`src/rtl/rename_map_unit.sv`:
```
// Register rename stage: alias table plus circular free list, reclaimed from commit.
// Define RENAME_CHECKPOINT_EN to add a single RAT/head snapshot with restore.

module rename_map_unit #(
   parameter int ARCH_REGS = 32,
   parameter int PHYS_REGS = 128,
   parameter int PAYLOAD_W = 64
) (
   input  logic                           clk,
   input  logic                           reset,
   input  logic                           valid_i,
   output logic                           ready_i,
   input  logic [$clog2(ARCH_REGS)-1:0]   rs1_i,
   input  logic [$clog2(ARCH_REGS)-1:0]   rs2_i,
   input  logic [$clog2(ARCH_REGS)-1:0]   rd_i,
   input  logic                           rd_we_i,
   input  logic [PAYLOAD_W-1:0]           payload_i,
   output logic                           valid_o,
   input  logic                           ready_o,
   output logic [$clog2(PHYS_REGS)-1:0]   prs1_o,
   output logic [$clog2(PHYS_REGS)-1:0]   prs2_o,
   output logic [$clog2(PHYS_REGS)-1:0]   prd_o,
   output logic [$clog2(PHYS_REGS)-1:0]   old_prd_o,
   output logic [PAYLOAD_W-1:0]           payload_o,
   input  logic                           free_valid_i,
   input  logic [$clog2(PHYS_REGS)-1:0]   free_preg_i,
`ifdef RENAME_CHECKPOINT_EN
   input  logic                           ckpt_i,
   input  logic                           restore_i,
   output logic                           ckpt_valid_o,
`endif
   output logic [$clog2(PHYS_REGS):0]     free_count_o
);

   localparam int AW       = $clog2(ARCH_REGS);
   localparam int PW       = $clog2(PHYS_REGS);
   localparam int FL_DEPTH = PHYS_REGS - ARCH_REGS;
   localparam int FW       = (FL_DEPTH > 1) ? $clog2(FL_DEPTH) : 1;
   localparam int CW       = PW + 1;

   logic [PW-1:0]        rat_r [ARCH_REGS];
   logic [PW-1:0]        fl_r  [FL_DEPTH];
   logic [FW-1:0]        head_r, tail_r, head_inc_s, tail_inc_s, tail_nxt_s;
   logic [CW-1:0]        count_r, count_nxt_s;
   logic                 needs_alloc_s, accept_s, alloc_s, free_req_s, free_s, fl_full_s, restore_s;
   logic [PW-1:0]        alloc_preg_s;
   logic                 valid_r;
   logic [PW-1:0]        prs1_r, prs2_r, prd_r, old_prd_r;
   logic [PAYLOAD_W-1:0] payload_r;

`ifdef RENAME_CHECKPOINT_EN
   logic [PW-1:0]        ckpt_rat_r [ARCH_REGS];
   logic [FW-1:0]        ckpt_head_r;
   logic                 ckpt_full_r, ckpt_valid_r;
   logic [CW-1:0]        restore_count_s;

   assign restore_s    = restore_i && ckpt_valid_r;
   assign ckpt_valid_o = ckpt_valid_r;
`else
   assign restore_s    = 1'b0;
`endif

   // Handshake, allocate/free qualification and pointer/count arithmetic.
   always_comb begin
      needs_alloc_s = rd_we_i && (rd_i != {AW{1'b0}});
      fl_full_s     = (count_r == CW'(FL_DEPTH));
      // The freed register is not visible to allocation until it is registered.
      ready_i       = (!valid_r || ready_o) && !(needs_alloc_s && (count_r == {CW{1'b0}})) && !restore_s;
      accept_s      = valid_i && ready_i;
      alloc_s       = accept_s && needs_alloc_s;
      free_req_s    = free_valid_i && (free_preg_i != {PW{1'b0}});
      free_s        = free_req_s && !fl_full_s;
      alloc_preg_s  = fl_r[head_r];
      head_inc_s    = (head_r == FW'(FL_DEPTH - 1)) ? {FW{1'b0}} : head_r + FW'(1);
      tail_inc_s    = (tail_r == FW'(FL_DEPTH - 1)) ? {FW{1'b0}} : tail_r + FW'(1);
      tail_nxt_s    = free_s ? tail_inc_s : tail_r;
      if (alloc_s && !free_s) begin
         count_nxt_s = count_r - CW'(1);
      end else if (free_s && !alloc_s) begin
         count_nxt_s = count_r + CW'(1);
      end else begin
         count_nxt_s = count_r;
      end
   end

`ifdef RENAME_CHECKPOINT_EN
   // Occupancy after restore: equal pointers are ambiguous, resolved by the snapshot's full flag.
   always_comb begin
      if (tail_nxt_s == ckpt_head_r) begin
         restore_count_s = ckpt_full_r ? CW'(FL_DEPTH) : {CW{1'b0}};
      end else if (tail_nxt_s > ckpt_head_r) begin
         restore_count_s = CW'(tail_nxt_s) - CW'(ckpt_head_r);
      end else begin
         restore_count_s = CW'(FL_DEPTH) - CW'(ckpt_head_r) + CW'(tail_nxt_s);
      end
   end

   // Snapshot holds the RAT as it stands after the checkpointing instruction.
   always_ff @(posedge clk) begin
      if (reset) begin
         ckpt_valid_r <= 1'b0;
         ckpt_head_r  <= {FW{1'b0}};
         ckpt_full_r  <= 1'b0;
         for (int a = 0; a < ARCH_REGS; a++) begin
            ckpt_rat_r[a] <= PW'(a);
         end
      end else if (restore_s) begin
         ckpt_valid_r <= 1'b0;
      end else if (accept_s && ckpt_i) begin
         ckpt_valid_r <= 1'b1;
         ckpt_rat_r   <= rat_r;
         if (alloc_s) begin
            ckpt_rat_r[rd_i] <= alloc_preg_s;
         end
         ckpt_head_r  <= alloc_s ? head_inc_s : head_r;
         ckpt_full_r  <= (count_nxt_s == CW'(FL_DEPTH));
      end
   end
`endif

   // Free-list head, tail and occupancy.
   always_ff @(posedge clk) begin
      if (reset) begin
         head_r  <= {FW{1'b0}};
         tail_r  <= {FW{1'b0}};
         count_r <= CW'(FL_DEPTH);
`ifdef RENAME_CHECKPOINT_EN
      end else if (restore_s) begin
         head_r  <= ckpt_head_r;
         tail_r  <= tail_nxt_s;
         count_r <= restore_count_s;
`endif
      end else begin
         if (alloc_s) begin
            head_r <= head_inc_s;
         end
         tail_r  <= tail_nxt_s;
         count_r <= count_nxt_s;
      end
   end

   // Free-list storage; starts as the registers not covered by the identity map.
   always_ff @(posedge clk) begin
      if (reset) begin
         for (int i = 0; i < FL_DEPTH; i++) begin
            fl_r[i] <= PW'(ARCH_REGS + i);
         end
      end else if (free_s) begin
         fl_r[tail_r] <= free_preg_i;
      end
   end

   // Register alias table; x0 is never written since it never allocates.
   always_ff @(posedge clk) begin
      if (reset) begin
         for (int a = 0; a < ARCH_REGS; a++) begin
            rat_r[a] <= PW'(a);
         end
`ifdef RENAME_CHECKPOINT_EN
      end else if (restore_s) begin
         rat_r <= ckpt_rat_r;
`endif
      end else if (alloc_s) begin
         rat_r[rd_i] <= alloc_preg_s;
      end
   end

   // Output stage; sources read the pre-update RAT so rs == rd sees the old mapping.
   always_ff @(posedge clk) begin
      if (reset) begin
         valid_r   <= 1'b0;
         prs1_r    <= {PW{1'b0}};
         prs2_r    <= {PW{1'b0}};
         prd_r     <= {PW{1'b0}};
         old_prd_r <= {PW{1'b0}};
         payload_r <= {PAYLOAD_W{1'b0}};
      end else if (restore_s) begin
         valid_r   <= 1'b0;
      end else if (accept_s) begin
         valid_r   <= 1'b1;
         prs1_r    <= rat_r[rs1_i];
         prs2_r    <= rat_r[rs2_i];
         prd_r     <= needs_alloc_s ? alloc_preg_s : {PW{1'b0}};
         old_prd_r <= needs_alloc_s ? rat_r[rd_i] : {PW{1'b0}};
         payload_r <= payload_i;
      end else if (ready_o) begin
         valid_r   <= 1'b0;
      end
   end

   assign valid_o      = valid_r;
   assign prs1_o       = prs1_r;
   assign prs2_o       = prs2_r;
   assign prd_o        = prd_r;
   assign old_prd_o    = old_prd_r;
   assign payload_o    = payload_r;
   assign free_count_o = count_r;

`ifndef SYNTHESIS
   rename_map_unit_chk u_chk (
      .clk      (clk),
      .reset    (reset),
      .free_req (free_req_s),
      .fl_full  (fl_full_s)
   );
`endif

endmodule

`ifndef SYNTHESIS
// Simulation-only checker: a commit free into a full free list is a protocol error.
module rename_map_unit_chk (
   input logic clk,
   input logic reset,
   input logic free_req,
   input logic fl_full
);
   // Flag any free request that arrives while the list is full.
   always_ff @(posedge clk) begin
      if (!reset) begin
         assert (!(free_req && fl_full))
         else $error("rename_map_unit: free request while free list is full");
      end
   end
endmodule
`endif

```
`config.mk`:
```
export PLATFORM = sky130hd
export DESIGN_NAME = rename_map_unit
export DESIGN_NICKNAME = d
export VERILOG_FILES = /design/src/rtl/rename_map_unit.sv
export SDC_FILE = /design/constraint.sdc
export NUM_CORES = 2
export LEC_CHECK = 0
export ABC_CLOCK_PERIOD_IN_PS = 10200
export BUFFER_PORTS_ARGS = -buffer_cell sky130_fd_sc_hd__clkbuf_2
export CAP_MARGIN = 20
export CORE_UTILIZATION = 35
export DETAILED_ROUTE_END_ITERATION = 10
export SKIP_CTS_REPAIR_TIMING = 1
export SKIP_LAST_GASP = 1
export SLEW_MARGIN = 20
export SYNTH_ARGS = -nofsm -noshare
export SYNTH_HDL_FRONTEND = slang
export SYNTH_SLANG_ARGS = --single-unit
```
`constraint.sdc`:
```
create_clock -name clk -period 10.2 [get_ports clk]
set_clock_uncertainty 0.15 [all_clocks]
set_input_delay 0.51 -clock clk [delete_from_list [all_inputs] [get_ports clk]]
set_output_delay 0.51 -clock clk [all_outputs]
set_load 0.02 [all_outputs]
```
# Word-level counts from Yosys, hierarchy flattened
# Memory sizes are Yosys's and may differ from the RTL's. A register that Yosys moved wholly into a read port is not among the register bits.
# Index checks and enable logic that the tools add are counted.
dict set report totals {
  register_bits 101
  latchBits 0
  ramBits 896
  rom_bits 0
  in_bits 92
  word_cells 62
  n_memories 2
}
# name words width read_ports rd_clocked_by_memory_dff write_ports line_no
set memory_table {}
lappend memory_table {fl_r 96 7 1 1 96 42} ;# logic [PW-1:0] fl_r [FL_DEPTH];
lappend memory_table {rat_r 32 7 3 2 32 41} ;# logic [PW-1:0] rat_r [ARCH_REGS];
dict set report op_classes {
  add_sub_neg 4
  multipliers 0
  div 0
  order_cmp 0
  eq_ne 3
  n_shift 0
  muxes 24
  n_bitwise 0
  n_reduce_logical 22
}
# op count
set op_table {}
lappend op_table {{2-to-1 mux 7 bit} 9}
lappend op_table {{2-to-1 mux 8 bit} 2}
lappend op_table {{adder 7 x 1 -> 7 bit (second input constant)} 2}
lappend op_table {{equality test 7 bit (second input constant)} 2}
lappend op_table {{OR reduction 7 bit} 2}
lappend op_table {{2-to-1 mux 1 bit} 12}
lappend op_table {{logical AND 1 bit} 9}
lappend op_table {{adder 8 x 1 -> 8 bit (second input constant)} 1}
lappend op_table {{equality test 8 x 7 -> 1 bit (second input constant)} 1}
lappend op_table {{zero test 8 bit} 1}
lappend op_table {{subtractor 8 x 1 -> 8 bit (second input constant)} 1}
lappend op_table {{nonzero test 7 bit} 1}
lappend op_table {{zero test 1 bit} 5}
lappend op_table {{2-to-1 mux 5 bit} 1}
lappend op_table {{nonzero test 5 bit} 1}
lappend op_table {{nonzero test 2 bit} 2}
lappend op_table {{logical OR 1 bit} 1}

# Logic depth before layout (Yosys ltp)
dict set report logic_depth {
  ltp_word 12
  depth_mapped 16
}

# Worst setup path before layout
# Ideal clock, no wire load.
dict set report synth_timing {
  path_type {input-to-reg}
  from {input port rd_i[2]}
  to {register count_r[7], in the netlist free_count_o[7]}
  arrival_ns 3.837
  required_time_ns 9.980
  setup_slack_ns 6.142
  cell_stages 15
  path_buffers 2
  path_cell_list {or2_2 -> clkbuf_1 -> o41a_1 -> a21oi_1 -> nand2_1 -> inv_1 -> buf_2 -> ha_1 -> ha_1 -> a21o_1 -> a211o_1 -> a2111oi_0 -> o21ai_0 -> a21o_1 -> a21oi_1}
}
dict set report synth_between {
  elab_chain_len 10
  word_cells_on_any_way 12
}
# item line_no
set synth_lines {}
lappend synth_lines {{from (decl)} 15} ;# input logic [$clog2(ARCH_REGS)-1:0] rd_i,
lappend synth_lines {{nonzero test 5 bit *} 65} ;# needs_alloc_s = rd_we_i && (rd_i != {AW{1'b0}});
lappend synth_lines {{logical AND 1 bit *} 65}
lappend synth_lines {{logical AND 1 bit} 68} ;# ready_i = (!valid_r || ready_o) && !(needs_alloc_s && (count_r == {CW{1'b0}})) && !restore_s;
lappend synth_lines {{zero test 1 bit} 68}
lappend synth_lines {{logical AND 1 bit} 68}
lappend synth_lines {{logical AND 1 bit} 69} ;# accept_s = valid_i && ready_i;
lappend synth_lines {{logical AND 1 bit *} 70} ;# alloc_s = accept_s && needs_alloc_s;
lappend synth_lines {{zero test 1 bit} 79} ;# end else if (free_s && !alloc_s) begin
lappend synth_lines {{logical AND 1 bit} 79}
lappend synth_lines {{nonzero test 2 bit (no line)} --}
lappend synth_lines {{to (signal assigned)} 126} ;# count_r <= CW'(FL_DEPTH);
lappend synth_lines {{to (signal assigned)} 138} ;# count_r <= count_nxt_s;
lappend synth_lines {{to (decl)} 44} ;# logic [CW-1:0] count_r, count_nxt_s;
# Mark *: on every way between the ends. The rest lies on a longest branch, timed or not.
# A chain may end at the register's enable or synchronous reset.

==> results.py <==
metrics = {
    "outcome": {
        "status": "finished, final reports clean",
    },
    "global_routing": {
        "antenna_found_initial": 5,
        "grt_usage": 0.211,
        "grt_pass1_vias": 36500,
        "grt_max_degree": 104,
        "grt_overflow": 0,
        "grt_pass1_wl_um": 254000,
    },
    "logic_synthesis": {
        "ys_seq_area_frac": 0.633,
        "synth_area_um2": 57000,
        "async_flop_share": 0,
        "synthCells": 4230,
        "synth_edf_count": 1120,
        "synth_xor_area_frac": 0.00184,
        "synth.mux.area_fraction": 0.166,
        "ys_warn_count": 0,
        "synth_fa_ha_area_frac": 0.00233,
        "synth_compound_area_frac": 0.0548,
        "synth.avg_cell_area_um2": 13.5,
        "synth_top_family_by_area": "multiplexers",
        "ys_dominant_reg_cell": "edfxtp_1",
        "yosysUniqueCellTypes": 67,
        "synth-simple-area-share": 0.114,
        "ys_seq_elements": 1242,
    },
    "clocking": {
        "htree_levels": 4,
        "clock-root-buffer": "clkbuf_16",
        "clk_path_buf_depth": 3,
        "clock_sinks": 1242,
        "clkTransAtPathRegs_ns": 0.06,
        "cts_tree": "yes",
        "clock_latency_ns": 0.80,
        "numCtsBuffers": 140,
    },
    "pwr": {
        "p_leak_nw": 19.9,
        "power.ir.vdd_worst_uv": 188,
        "power_density_nw_per_um2": 184,
    },
    "worst_setup_path": {
        "crit_buf_inv": 3,
        "start_kind": "register",
        "crit_required_ns": 10.53,
        "crit_type": "register to register",
        "path_delay_family": "buffers and inverters",
        "crit_arrival_ns": 5.81,
        "cpMostUsedCell": "buf_4",
        "cp_slowest_cell": "dfxtp_4",
        "end_kind": "register",
        "cp_cell_sequence": "buf_4 -> buf_4 -> mux4_2 -> a22oi_1 -> a41oi_1 -> nor4_4 -> buf_4 -> nand3_1",
        "slowest_delay_ns": 0.98,
        "cp_max_fo": 45,
    },
    "floorplan": {
        "die_area_um2": 164000,
        "chipWidth_um": 405,
        "rows": 147,
        "core_area_um2": 161000,
        "initial_core_util": 0.354,
        "die_h_um": 405,
        "ios": 194,
    },
    "detailed_routing": {
        "wl_um": 177000,
        "wire_per_inst_um": 26.5,
        "final_antenna_net_count": 0,
        "drc": 0,
        "drt_iter0_drc": 4921,
        "dr.pass1.iters": 6,
        "vias_per_cell": 5.69,
        "via_count": 38000,
    },
    "finish": {
        "fill_cells": 14900,
        "fin_cells": 6676,
        "final_common_cell": "edfxtp_1",
        "final_nets": 4502,
        "mostFrequentLayoutCells": "edfxtp_1, nand2_1, nor2_1, mux4_2, mux2i_1",
        "drive_above_1_share": 0.190,
        "syn_to_final_growth_pct": 14.6,
        "n_antenna_cell": 0,
    },
    "timing": {
        "whs_ns": 0.0408,
        "rsz0062_at_grt": "false",
        "timing.fmax_mhz": 182,
        "tns_ns": 0,
        "slew_headroom": 0.159,
        "tightest_slew_ns": 1.26,
        "drv_slew": 0,
        "hold_violations": 0,
        "fin_crit_ns": 5.48,
        "min_period_over_period": 0.537,
        "setup_violations": 0,
    },
    "placement": {
        "io_buffer_count": 193,
        "gp_congestion": 0.962,
        "dpl.hpwl_um": 115000,
        "place_inst": 6353,
    },
    "hold_path": {
        "min_path_type": "input pin to register",
    },
    "flow_run": {
        "drv.max_cap_violation_count": 0,
    },
}
==> metrics by stage <==
step                total power, mW  setup slack, ns  cell area [um^2]  utilization
floorplan                      6.67             6.14             57000            -
global placement               7.14             4.73             60100        0.373
detailed placement             7.17             4.65             60100        0.373
CTS                            12.1             4.64             64600        0.401
global route                   12.4             4.40             65300        0.405
finish                         12.0             4.72             65300        0.405
==> area by class of cell <==
type | count | area (um^2) | share of cell area
tap | 2160 | 2700 | 0.0414
timing repair buffer | 364 | 2460 | 0.0376
clock buffer | 187 | 3790 | 0.0581
inverter | 9 | 36.3 | 0.000556
sequential | 1242 | 36100 | 0.553
clock inverter | 71 | 722 | 0.0111
multi-input combinational | 2643 | 19500 | 0.299
==> synthesized netlist by cell type, drive strengths merged (4+ instances only) <==
library cell  number  share of area
o22a               6        0.00092
nand4             31         0.0034
a221oi             7         0.0015
and3               8        0.00088
dfxtp            122          0.043
nand3             89         0.0084
a31oi             11         0.0012
o211ai             8         0.0011
nand2b            15         0.0016
nor2b             22         0.0024
nand2            731          0.048
inv                9        0.00059
xor2              11         0.0017
mux4             308           0.12
o21ai            122          0.011
nor3              17         0.0015
buf              145          0.015
and2              11         0.0012
o2111ai            9         0.0016
nor3b              5        0.00066
or2                7        0.00077
a22oi            152          0.020
ha                 9         0.0020
a21oi            122          0.011
or3                5        0.00055
mux2i            247          0.043
nor4              10         0.0020
nand3b             5        0.00066
a41oi             13         0.0020
o221ai             4        0.00061
a22o               9         0.0014
edfxtp          1120           0.59
clkbuf           197          0.013
nor2             607          0.040
o31ai              4        0.00053
==> worst min-delay path: stages <==
cell and delay (ns):
clkbuf_2 0.07, nand2b_1 0.22, a21oi_1 0.09
==> worst paths after layout <==
kind                                                 start                         end  slack (ns)  cells past startpoint
worst max-delay path                              register  rat_r[17][0]$_SDFFCE_PN1P_        4.72                      8
worst min-delay path                               ready_o        valid_o$_SDFFE_PP0P_        0.04                      3
worst max register to register                    register  rat_r[17][0]$_SDFFCE_PN1P_        4.72                      8
worst min register to register  payload_o[29]$_SDFFE_PP0N_  payload_o[29]$_SDFFE_PP0N_        0.30                      2
==> sequential cells by signal (all words and copies together) (netlist names), named ones only <==
| name | flops |
|---|---|
| prd_o | 7 |
| payload_o | 64 |
| prs1_o | 7 |
| prs2_o | 7 |
| fl_r | 896 |
| free_count_o | 8 |
| valid_o | 1 |
| head_r | 7 |
| rat_r | 224 |
| tail_r | 7 |
| old_prd_o | 7 |
==> per-layer routing <==
layer,up-vias,GRT usage,part of all wire
met5,-,0,0.00019
met4,4,0.0717,0.033
met3,332,0.0441,0.095
met2,2042,0.336,0.47
met1,19400,0.287,0.40
li1,16200,-,-
==> report_power, final <==
| part | switching [mW] | leakage, nW | internal [mW] |
|---|---|---|---|
| clock | 2.19 | 2.16 | 2.76 |
| sequential | 0.120 | 11.4 | 5.72 |
| combinational | 0.846 | 6.33 | 0.409 |
| total | 3.16 | 19.9 | 8.89 |
==> logic make-up (layout without fill, tap and decap cells) <==
group / after synthesis / count (layout)
adders and majority gates: 10 / 10
other: 1 / 7
xor gates and xnor gates: 12 / 12
muxes: 557 / 557
buffers and inverters: 351 / 631
DFF: 1242 / 1242
AOI/OAI and AO/OA: 483 / 483
and+or+nand+nor: 1574 / 1574
(Power assumes the default switching activity.)
